## src/rtl/seg_pkg.sv

```systemverilog
// seg_pkg -- shared types and constants for the seven-segment scan driver.
//   hex_t      : one hex digit (4 bits)
//   seg_t      : segment vector {g,f,e,d,c,b,a}, active-high in the core
//   SEG_BLANK  : active-high "nothing lit" pattern
//   SEG_GLYPHS : active-high glyphs for 0..F (b and d drawn lowercase)
package seg_pkg;

  typedef logic [3:0] hex_t;
  typedef logic [6:0] seg_t;

  localparam seg_t SEG_BLANK = 7'h00;

  localparam seg_t SEG_GLYPHS [16] = '{
    7'h3F,  // 0
    7'h06,  // 1
    7'h5B,  // 2
    7'h4F,  // 3
    7'h66,  // 4
    7'h6D,  // 5
    7'h7D,  // 6
    7'h07,  // 7
    7'h7F,  // 8
    7'h6F,  // 9
    7'h77,  // A
    7'h7C,  // b
    7'h39,  // C
    7'h5E,  // d
    7'h79,  // E
    7'h71   // F
  };

endpackage

```

## src/rtl/seg_hex_decoder.sv

```systemverilog
// seg_hex_decoder -- combinational hex to seven-segment lookup.
//   hex    : input digit 0..F
//   seg_hi : active-high segment pattern {g,f,e,d,c,b,a}
module seg_hex_decoder
  import seg_pkg::*;
(
  input  hex_t hex,
  output seg_t seg_hi
);

  assign seg_hi = SEG_GLYPHS[hex];

endmodule

```

## src/rtl/seg_scan_display.sv

```systemverilog
// seg_scan_display -- time-multiplexed N-digit seven-segment driver.
// Holds a shift-in digit store (newest digit at position 0), scans one
// position per REFRESH_DIV cycles with DEAD_CYCLES of all-off at the start of
// each slot, and blanks positions that were never written since reset/clear.
//   clk      : system clock, rising edge
//   reset    : asynchronous active-low reset
//   push     : strobe, shifts digit into position 0
//   digit    : hex value sampled with push
//   clear    : synchronous clear of the store (wins over push)
//   seg      : registered segments {g,f,e,d,c,b,a}, polarity per SEG_ACTIVE_LOW
//   an       : registered one-hot digit enables, polarity per AN_ACTIVE_LOW
//   scan_idx : slot whose outputs are currently on seg/an
module seg_scan_display
  import seg_pkg::*;
#(
  parameter int NUM_DIGITS     = 2,
  parameter int REFRESH_DIV    = 50000,
  parameter int DEAD_CYCLES    = 16,
  parameter int SEG_ACTIVE_LOW = 1,
  parameter int AN_ACTIVE_LOW  = 0,
  localparam int SLOT_W = (NUM_DIGITS > 1) ? $clog2(NUM_DIGITS) : 1
) (
  input  logic                  clk,
  input  logic                  reset,
  input  logic                  push,
  input  logic [3:0]            digit,
  input  logic                  clear,
  output logic [6:0]            seg,
  output logic [NUM_DIGITS-1:0] an,
  output logic [SLOT_W-1:0]     scan_idx
);

  localparam int DIV_W = $clog2(REFRESH_DIV);

  // Idle levels at the pins; polarity is only ever applied at the output flops.
  localparam seg_t SEG_OFF = (SEG_ACTIVE_LOW != 0) ? ~SEG_BLANK : SEG_BLANK;
  localparam logic [NUM_DIGITS-1:0] AN_OFF =
    (AN_ACTIVE_LOW != 0) ? {NUM_DIGITS{1'b1}} : {NUM_DIGITS{1'b0}};

  logic [DIV_W-1:0]      div_q, div_d;
  logic [SLOT_W-1:0]     slot_q, slot_d;
  hex_t                  d_q [NUM_DIGITS];
  hex_t                  d_d [NUM_DIGITS];
  logic                  v_q [NUM_DIGITS];
  logic                  v_d [NUM_DIGITS];
  seg_t                  seg_q, seg_d;
  logic [NUM_DIGITS-1:0] an_q, an_d;
  logic [SLOT_W-1:0]     scan_idx_q, scan_idx_d;

  hex_t                  hex_sel;
  seg_t                  glyph_hi;
  seg_t                  seg_hi;
  logic [NUM_DIGITS-1:0] an_hi;
  logic                  in_dead;

  // Free-running scanner: push/clear never disturb the phase.
  always_comb begin
    div_d  = div_q + 1'b1;
    slot_d = slot_q;
    if (div_q == DIV_W'(REFRESH_DIV - 1)) begin
      div_d  = '0;
      slot_d = (slot_q == SLOT_W'(NUM_DIGITS - 1)) ? '0 : slot_q + 1'b1;
    end
  end

  // Shift store: clear has priority, the oldest digit falls off the end.
  always_comb begin
    for (int i = 0; i < NUM_DIGITS; i++) begin
      d_d[i] = d_q[i];
      v_d[i] = v_q[i];
    end
    if (clear) begin
      for (int i = 0; i < NUM_DIGITS; i++) begin
        d_d[i] = '0;
        v_d[i] = 1'b0;
      end
    end else if (push) begin
      for (int i = 1; i < NUM_DIGITS; i++) begin
        d_d[i] = d_q[i-1];
        v_d[i] = v_q[i-1];
      end
      d_d[0] = digit;
      v_d[0] = 1'b1;
    end
  end

  assign hex_sel = d_q[slot_q];

  seg_hex_decoder u_dec (
    .hex    (hex_sel),
    .seg_hi (glyph_hi)
  );

  // Next outputs from the current scanner state, so pins lag div/slot by one.
  always_comb begin
    in_dead = (32'(div_q) < DEAD_CYCLES);
    an_hi   = '0;
    seg_hi  = SEG_BLANK;
    if (!in_dead) begin
      an_hi[slot_q] = 1'b1;
      if (v_q[slot_q]) begin
        seg_hi = glyph_hi;
      end
    end
    seg_d      = (SEG_ACTIVE_LOW != 0) ? ~seg_hi : seg_hi;
    an_d       = (AN_ACTIVE_LOW != 0) ? ~an_hi : an_hi;
    scan_idx_d = slot_q;
  end

  always_ff @(posedge clk or negedge reset) begin
    if (!reset) begin
      div_q      <= '0;
      slot_q     <= '0;
      seg_q      <= SEG_OFF;
      an_q       <= AN_OFF;
      scan_idx_q <= '0;
      for (int i = 0; i < NUM_DIGITS; i++) begin
        d_q[i] <= '0;
        v_q[i] <= 1'b0;
      end
    end else begin
      div_q      <= div_d;
      slot_q     <= slot_d;
      seg_q      <= seg_d;
      an_q       <= an_d;
      scan_idx_q <= scan_idx_d;
      for (int i = 0; i < NUM_DIGITS; i++) begin
        d_q[i] <= d_d[i];
        v_q[i] <= v_d[i];
      end
    end
  end

  assign seg      = seg_q;
  assign an       = an_q;
  assign scan_idx = scan_idx_q;

endmodule

```

## config.mk

```make
export PLATFORM = sky130hd
export DESIGN_NAME = seg_scan_display
export DESIGN_NICKNAME = d
export VERILOG_FILES = /design/src/rtl/seg_pkg.sv /design/src/rtl/seg_hex_decoder.sv /design/src/rtl/seg_scan_display.sv
export SDC_FILE = /design/constraint.sdc
export NUM_CORES = 1
export LEC_CHECK = 0
export ABC_AREA = 1
export BUFFER_PORTS_ARGS = -buffer_cell sky130_fd_sc_hd__buf_2
export CAP_MARGIN = 10
export CORE_ASPECT_RATIO = 0.8
export CORE_UTILIZATION = 45
export CTS_BUF_LIST = sky130_fd_sc_hd__clkbuf_4 sky130_fd_sc_hd__clkbuf_8
export DETAILED_ROUTE_END_ITERATION = 16
export MAX_ROUTING_LAYER = met4
export PLACE_DENSITY = 0.64
export SYNTH_ARGS = -nofsm -noshare
export SYNTH_HDL_FRONTEND = slang
export SYNTH_HIERARCHICAL = 1
export SYNTH_SLANG_ARGS = --single-unit
export TNS_END_PERCENT = 10
```

## constraint.sdc

```tcl
create_clock -name clk -period 2.3 [get_ports clk]
set_input_delay 0.345 -clock clk [delete_from_list [all_inputs] [get_ports clk]]
set_output_delay 0.345 -clock clk [all_outputs]
set_load 0.1 [all_outputs]
```

==> impl_metrics.py, run 1 <==
metrics = {
    "run_status": {
        "status": "completed",
    },
    "timing": {
        "max_freq_mhz": 527.4,
        "max-slew-margin-rel_pct": 45.82,
        "post-route-min-period_ns": 1.896,
        "hold_violations": 0,
        "setup_viol": 0,
        "maxSlewViolCount": 0,
        "worstMarginPinSlew_ns": 0.8128,
        "period_share_pct": 82.44,
        "rsz0062_at_grt": "no",
        "tns_ns": 0,
        "skew_ns": 0.007917,
    },
    "yosys": {
        "syn_area_um2": 2044,
        "synth-seq-cells": 37,
        "synth_edf_count": 0,
        "synthCells": 258,
        "yosys_warnings": 6,
        "yosys.area.top_type": "dfrtp_1",
        "yosysTopAreaCellShare_pct": 36.72,
        "avgSynthCellArea_um2": 7.924,
        "syn-num-nets": 274,
        "yosys-top-cells-area": "dfrtp_1, nand2_1, dfstp_2",
        "synth-async-reset-ratio_pct": 100.0,
        "yosysSeqAreaShare_pct": 45.72,
        "synth.distinct_cells": 29,
        "ys.flop_type": "dfrtp_1",
    },
    "cells_and_area": {
        "layout.nets": 297,
        "layout-drive-gt1-share_pct": 18.44,
        "area_delta_synth_final_pct": 12.42,
        "final_core_util_pct": 53.67,
        "diodes": 0,
    },
    "placed_design": {
        "dp.final_hpwl_mm": 2.846,
        "port_buffers": 17,
        "gp_congestion": 0.9066,
    },
    "die": {
        "start_util_pct": 47.74,
        "core-area_um2": 4283,
        "dieArea_um2": 4818,
        "io_pins": 18,
        "die_width_um": 77.36,
        "core.rowCount": 21,
        "die-height_um": 62.29,
    },
    "global_routing": {
        "grt_first_pass_wirelength_mm": 6.741,
        "grtUsageTotal_pct": 18.82,
        "grt_antenna_before_repair": 0,
        "grt_pass1_vias": 1433,
        "overflow": 0,
        "grt_max_degree": 38,
    },
    "clock_tree": {
        "cts_buffers": 5,
        "clkTransAtPathRegs_ns": 0.08,
        "post_cts_buffers": 0,
        "htree_num_levels": 2,
        "cts_tree": "done",
        "ctsResizeCount": 0,
        "cts_max_path_buffers": 2,
        "cts_sinks": 37,
        "ctsRootBufferMaster": "clkbuf_8",
        "cts_hold_buf": 0,
        "clock_latency_ns": 0.29,
    },
    "worst_setup_path": {
        "path_max_fanout": 14,
        "cp_data_required_time_ns": 2.50,
        "endpoint_kind": "flip-flop",
        "cp-start-kind": "flip-flop",
        "crit_type": "flip-flop to flip-flop",
        "crit_arrival_ns": 2.09,
    },
    "power": {
        "p_total_uw": 1360,
        "irDropWorstVdd_uv": 502.7,
        "p_leak_uw": 0.001183,
        "power_density_nw_per_um2": 591.7,
    },
    "route": {
        "antenna_left": 0,
        "wl_per_cell_um": 11.60,
        "drt_iter0_drc": 86,
        "drt_wl_total_mm": 3.934,
        "vias": 1621,
        "drc": 0,
        "first_pass_iters": 4,
        "drt-met1-wl_mm": 2.259,
        "top_layer_used": "met4",
        "dr_wl_met3_um": 118,
        "via_per_inst": 4.782,
        "route.met2.wl_mm": 1.492,
    },
    "worst_hold_path": {
        "min_path_type": "primary input to asynchronous set/reset pin",
    },
    "flow_run": {
        "cap_violations": 0,
    },
}
worst max-delay path: stages (launching register included):
cell and delay (ns):
dfrtp_1 0.52, o21ai_0 0.46, inv_1 0.19, ha_1 0.31
nand2_1 0.05, o21ai_0 0.07, nand2_1 0.07, nand2_1 0.06
nand3_1 0.07
layout make-up:
class	instances	area, um^2
fillers	404	1984
multi-input cells	181	953.4
flip-flops and latches	37	934.6
inverters	36	135.1
repair buffers	20	107.6
clock buffers	6	82.58
well taps	57	71.32
clock inverters	2	13.76
layer usage:
metal,vias to the layer above,GRT usage [%]
met4,0,8.491
met5,-,-
met2,22,22.90
met3,5,3.971
met1,744,29.02
li1,850,-
placed cells by master, fill, tap and decap left out, types with 5 or more instances in the layout:
cell	instances
nand2_1	66
inv_1	34
dfrtp_1	30
nor2_1	29
nand3_1	28
buf_2	17
o21ai_0	15
ha_1	8
xor2_1	7
dfstp_2	7
clkbuf_8	6
nand2_2	5
worst paths after layout:
check                           end  cells past startpoint  startpoint  slack (ns)
max                          seg[3]                      8  scan_idx_d        0.40
min                          v_q[1]                      1       reset        0.13
max reg2reg                  seg[3]                      8  scan_idx_d        0.40
min reg2reg                div_q[0]                      1    div_q[0]        0.49
max in group asynchronous  div_q[9]                      1       reset        1.65
min in group clk             v_q[1]                      2       clear        0.20
report_power, final:
part / switching (uW) / internal [uW]
Clock: 243 / 243
Sequential: 5.96 / 676
Combinational: 152 / 40.1
Total: 401 / 959
cell usage after synthesis, types with 2 or more instances:
library cell and n:
a21oi_1 2, and2_1 2, buf_2 2, dfrtp_1 30, dfstp_2 7, ha_1 8
inv_1 34, inv_2 2, nand2_1 66, nand2_2 5, nand3_1 28, nand4_1 2
nor2_1 29, nor2_2 3, nor2_4 2, nor3_1 3, o21ai_0 15, xor2_1 7
cell families (layout without fill, tap and decap cells):
family / count (synthesis) / after routing / synth area share (%)
flip-flops: 37 / 37 / 45.72
XOR/XNOR: 8 / 8 / 3.427
buffers and inverters: 40 / 64 / 7.650
adder cells (fa/ha/maj): 8 / 8 / 4.896
AO/OA/AOI/OAI: 19 / 19 / 4.773
AND/OR/NAND/NOR: 146 / 146 / 33.54
per-stage QoR:
step | hold WS (ns) | cell area, um^2 | worst slack (ns) | std cells
floorplan | 0.04941 | 2044 | 0.4821 | 258
global placement | 0.4757 | 2202 | 0.4948 | 331
detailed placement | 0.4795 | 2202 | 0.4184 | 331
CTS | 0.1670 | 2298 | 0.4103 | 339
global route | 0.1978 | 2298 | 0.2127 | 339
finish | 0.1348 | 2298 | 0.4040 | 339
sequential cells by signal, summed over array words and instances (netlist names):
name and flops:
v_q 2, an 2, d_q 8, seg 7, scan_idx 1, div_q 16, scan_idx_d 1
Note: power is estimated with default switching activity, not from simulation.
==> run 2, diff against run 1 <==
==> constraint.sdc (replaced) <==
create_clock -name clk -period 1.8 [get_ports clk]
set_input_delay 0.27 -clock clk [delete_from_list [all_inputs] [get_ports clk]]
set_output_delay 0.27 -clock clk [all_outputs]
set_load 0.1 [all_outputs]
==> run 2 against run 1 <==
Against the previous run: global-route usage is 1.1 points higher; largest cell class unchanged; utilization up 0.91 points; largest power group unchanged; wire length grew 1.5%; sequential power increased by 28%; highest routed layer unchanged.
==> impl_metrics.py, run 2 (synthesis results as in run 1) <==
metrics = {
    "worst_hold_path": {
        "holdPathEnd": "v_q[1]",
        "hold_path.startpoint": "clear",
        "whs_path_depth": 2,
        "min_path_type": "primary input to flip-flop",
    },
    "die": {
        "die_width_um": 77.36,
        "dieArea_um2": 4818,
        "start_util_pct": 47.74,
        "die-height_um": 62.29,
        "core.rowCount": 21,
        "core-area_um2": 4283,
        "io_pins": 18,
    },
    "power": {
        "power_density_nw_per_um2": 740.7,
        "p_leak_uw": 0.001205,
        "irDropWorstVdd_uv": 441.3,
    },
    "clock_tree": {
        "cts_sinks": 37,
        "htree_num_levels": 2,
        "cts_buffers": 5,
        "cts_max_path_buffers": 2,
        "clock_latency_ns": 0.29,
        "ctsRootBufferMaster": "clkbuf_8",
        "clkTransAtPathRegs_ns": 0.07,
        "post_cts_buffers": 0,
        "cts_tree": "done",
    },
    "timing": {
        "hold_violations": 0,
        "worstMarginPinSlew_ns": 0.5436,
        "skew_ns": 0.004589,
        "fin_ws_ns": 0.1842,
        "tns_ns": 0,
        "post-route-min-period_ns": 1.616,
        "period_share_pct": 89.77,
        "maxSlewViolCount": 0,
        "setup_viol": 0,
        "max_freq_mhz": 618.9,
        "rsz0062_at_grt": "no",
        "max-slew-margin-rel_pct": 63.51,
    },
    "cells_and_area": {
        "fillers": 386,
        "top_register": "div_q",
        "largest_reg_flops": 16,
        "final_common_cell": "nand2_1",
        "stdcell_count": 342,
        "final_core_util_pct": 54.57,
        "area_delta_synth_final_pct": 14.32,
        "design_area_um2": 2337,
        "final_cell_mix": "nand2_1, inv_1, dfrtp_1, nor2_1, nand3_1",
        "layout.nets": 301,
        "layout-drive-gt1-share_pct": 18.95,
        "diodes": 0,
    },
    "placed_design": {
        "gp_congestion": 0.8842,
        "placed_cell_area_um2": 2237,
        "place_ws_ns": 0.1339,
        "place_inst": 334,
        "dp.final_hpwl_mm": 2.958,
        "port_buffers": 17,
    },
    "route": {
        "vias": 1658,
        "via_per_inst": 4.848,
        "drc": 0,
        "wl_per_cell_um": 11.68,
        "antenna_left": 0,
        "first_pass_iters": 4,
        "drt_wl_total_mm": 3.993,
        "drt_iter0_drc": 103,
    },
    "worst_setup_path": {
        "cp-start-kind": "flip-flop",
        "crit_arrival_ns": 1.84,
        "reg2reg_slack_ns": 0.18,
        "rr_worst_depth": 8,
        "endpoint_kind": "flip-flop",
        "r2r_end": "seg[3]",
        "crit_type": "flip-flop to flip-flop",
        "cp_data_required_time_ns": 2.02,
        "path_max_fanout": 6,
        "r2r-start": "scan_idx_d",
    },
    "flow_run": {
        "cap_violations": 0,
    },
    "global_routing": {
        "overflow": 0,
        "grt_pass1_vias": 1560,
        "grt_max_degree": 24,
        "grt_first_pass_wirelength_mm": 7.293,
        "grt_antenna_before_repair": 0,
        "grtUsageTotal_pct": 19.90,
    },
    "run_status": {
        "status": "completed",
    },
}
==> run 2: changes by cell type in the layout (fill, tap and decap cells not counted) <==
cell           change
o21ai_1            +2
clkbuf_4           +1
buf_12             +1
buf_4              +2
clkinv_2           -1
dlygate4sd3_1      +1
o21ai_0            -2
clkinv_4           -1
==> run 2: power breakdown <==
part / switching [uW] / total [uW] / leakage [uW] / internal, uW
Combinational: 196 / 255 / 0.000689 / 59.1
Clock: 285 / 604 / 0.0000477 / 319
Sequential: 7.10 / 872 / 0.000468 / 865
Total: 488 / 1730 / 0.00120 / 1240
==> run 2: stage by stage <==
step | hold WS, ns | power, uW
2_1_floorplan | -0.02559 | 1074
4_1_cts | 0.1350 | 1749
6_report | 0.1399 | 1731
5_1_grt | 0.1393 | 1811
3_5_place_dp | 0.2048 | 1140
3_3_place_gp | 0.2085 | 1141
==> run 2: cell type report <==
| type | count | area [um^2] | area share (%) |
|---|---|---|---|
| multi-input cells | 181 | 953.4 | 40.79 |
| flip-flops and latches | 37 | 934.6 | 39.99 |
| repair buffers | 24 | 152.6 | 6.531 |
| inverters | 36 | 135.1 | 5.782 |
| clock buffers | 7 | 90.09 | 3.854 |
| well taps | 57 | 71.32 | 3.051 |
==> run 2: worst max-delay path, cell delays in order, from the launching register on <==
cell     delay [ns]
dfrtp_1        0.43
o21ai_0        0.29
inv_1          0.15
ha_1           0.31
nand2_1        0.08
o21ai_0        0.09
nand2_1        0.08
nand2_1        0.05
nand3_1        0.07
==> run 2: repair_timing <==
item	CTS	global route
hold endpoints to repair	11	0
setup endpoints to repair	0	7
resized for setup	0	1
hold buffers	1	0
==> run 2: routing by layer <==
metal / GRT usage (%) / vias up / routed length [um]
met5: - / - / 0
met1: 30.27 / 752 / 2185
met2: 25.44 / 42 / 1563
met4: 5.660 / 0 / 35
li1: - / 859 / -
met3: 5.294 / 5 / 209
==> run 2: how the worst max path moves through the flow <==
stage	cells after the start	to	slack [ns]	from
floorplan	9	seg[3]	0.01	scan_idx_d
global placement	6	seg[3]	0.20	scan_idx_d
detailed placement	6	seg[1]	0.13	scan_idx_d
CTS	6	seg[1]	0.12	scan_idx_d
global route	8	seg[3]	0.01	scan_idx_d
finish	8	seg[3]	0.18	scan_idx_d
==> run 3, diff against run 2 <==
--- a/config.mk
+++ b/config.mk
@@ -9,11 +9,11 @@
 export BUFFER_PORTS_ARGS = -buffer_cell sky130_fd_sc_hd__buf_2
 export CAP_MARGIN = 10
 export CORE_ASPECT_RATIO = 0.8
-export CORE_UTILIZATION = 45
+export CORE_UTILIZATION = 55
 export CTS_BUF_LIST = sky130_fd_sc_hd__clkbuf_4 sky130_fd_sc_hd__clkbuf_8
 export DETAILED_ROUTE_END_ITERATION = 16
 export MAX_ROUTING_LAYER = met4
-export PLACE_DENSITY = 0.64
+export PLACE_DENSITY = 0.75
 export SYNTH_ARGS = -nofsm -noshare
 export SYNTH_HDL_FRONTEND = slang
 export SYNTH_HIERARCHICAL = 1
==> run 3 against run 2 <==
Against the previous run: the run now ends with hold timing left; critical path depth stayed put; final cell count is 4.7% lower; critical path type unchanged; critical endpoint unchanged; non-clock buffer count is 2 lower; highest routed layer unchanged.
==> impl_metrics.py, run 3 (synthesis results as in run 1) <==
metrics = {
    "timing": {
        "max-slew-margin-rel_pct": 62.37,
        "hold_violations": 2,
        "worstMarginPinSlew_ns": 0.5607,
        "setup_viol": 0,
        "tns_ns": 0,
        "max_freq_mhz": 642.2,
        "rsz0062_at_grt": "no",
        "maxSlewViolCount": 0,
        "period_share_pct": 86.50,
        "post-route-min-period_ns": 1.557,
        "hold_ws_ns": -0.001626,
        "skew_ns": 0.01279,
    },
    "cells_and_area": {
        "diodes": 0,
        "final_common_cell": "nand2_1",
        "top_register": "div_q",
        "layout.nets": 299,
        "final_core_util_pct": 66.20,
        "fillers": 300,
        "area_delta_synth_final_pct": 13.16,
        "sequential_cell_area_um2": 934.6,
        "largest_reg_flops": 16,
        "multiInputGateArea_um2": 953.4,
        "layout-drive-gt1-share_pct": 19.01,
        "final_cell_mix": "nand2_1, inv_1, dfrtp_1, nor2_1, nand3_1",
    },
    "worst_setup_path": {
        "cp_data_required_time_ns": 1.99,
        "r2r_end": "seg[3]",
        "crit_type": "flip-flop to flip-flop",
        "reg2reg_slack_ns": 0.24,
        "r2r-start": "scan_idx_d",
        "endpoint_kind": "flip-flop",
        "cp-endpoint": "seg[3]",
        "crit_start": "scan_idx_d",
        "path_max_fanout": 8,
        "rr_worst_depth": 8,
        "cp-start-kind": "flip-flop",
        "crit_arrival_ns": 1.75,
    },
    "route": {
        "drc": 0,
        "via_per_inst": 5.150,
        "first_pass_iters": 6,
        "vias": 1679,
        "drt_iter0_drc": 92,
        "drt_wl_total_mm": 3.882,
        "antenna_left": 0,
        "wl_per_cell_um": 11.91,
    },
    "clock_tree": {
        "cts_sinks": 37,
        "clock_latency_ns": 0.29,
        "cts_max_path_buffers": 2,
        "htree_num_levels": 2,
        "ctsRootBufferMaster": "clkbuf_8",
        "cts_hold_buf": 0,
        "post_cts_buffers": 0,
        "cts_tree": "done",
        "clkTransAtPathRegs_ns": 0.08,
        "cts_buffers": 5,
        "ctsResizeCount": 0,
    },
    "placed_design": {
        "gp_congestion": 0.9301,
        "port_buffers": 17,
        "dp.final_hpwl_mm": 2.829,
    },
    "worst_hold_path": {
        "min_path_type": "primary input to asynchronous set/reset pin",
    },
    "flow_run": {
        "cap_violations": 0,
    },
    "die": {
        "die_width_um": 70.17,
        "core-area_um2": 3495,
        "start_util_pct": 58.50,
        "dieArea_um2": 3966,
        "die-height_um": 56.53,
        "io_pins": 18,
        "core.rowCount": 19,
    },
    "global_routing": {
        "grt_first_pass_wirelength_mm": 6.893,
        "grtUsageTotal_pct": 22.93,
        "overflow": 0,
        "grt_max_degree": 38,
        "grt_pass1_vias": 1570,
        "grt_antenna_before_repair": 0,
    },
    "run_status": {
        "status": "complete, but fails checks",
        "violations": "hold timing",
    },
    "power": {
        "irDropWorstVdd_uv": 737.7,
        "p_leak_uw": 0.001198,
        "power_density_nw_per_um2": 796.9,
    },
}
## run 3: layer usage
metal	up-vias	routed length, um	track usage [%]
met5	-	0	-
met4	0	38	8.286
met3	4	129	4.668
met2	35	1883	36.26
met1	785	1830	29.52
li1	855	-	-
## run 3: worst min-delay path by stage
stage	from	endpoint	slack (ns)	cells after the start
finish	reset	div_q[1]	-0.002	2
global route	reset	div_q[0]	0.05	2
CTS	reset	scan_idx	0.02	2
detailed placement	reset	scan_idx	0.34	2
global placement	reset	div_q[3]	0.33	2
floorplan	reset	an[0]	-0.03	0
## run 3: cell type report
cell class              instances  share of cell area (%)
clock buffers                   5                   2.975
clock inverters                 3                   2.001
inverters                      36                   5.841
multi-input cells             181                   41.21
flip-flops and latches         37                   40.40
well taps                      42                   2.271
repair buffers                 22                   5.300
## run 3: worst max-delay path, stage by stage, from the launching register on
cell	delay (ns)
dfrtp_1	0.46
buf_4	0.21
nand2_1	0.06
o21ai_1	0.27
nand2_1	0.17
nand2_1	0.10
nand2_1	0.05
nand2_1	0.08
nand3_1	0.07
## run 3: power by group
part	switching [uW]	leakage (uW)	internal, uW
Clock	311	0.0000543	415
Sequential	7.85	0.000468	864
Combinational	193	0.000676	52.8
Total	512	0.00120	1330
## run 3: per-stage QoR
stage / setup WS [ns] / total power (uW) / area [um^2] / instances
finish: 0.2429 / 1844 / 2313 / 326
global placement: 0.2171 / 1131 / 2198 / 318
detailed placement: 0.1878 / 1133 / 2198 / 318
floorplan: 0.01400 / 1074 / 2044 / 258
global route: 0.04411 / 1917 / 2313 / 326
CTS: 0.1165 / 1855 / 2313 / 326
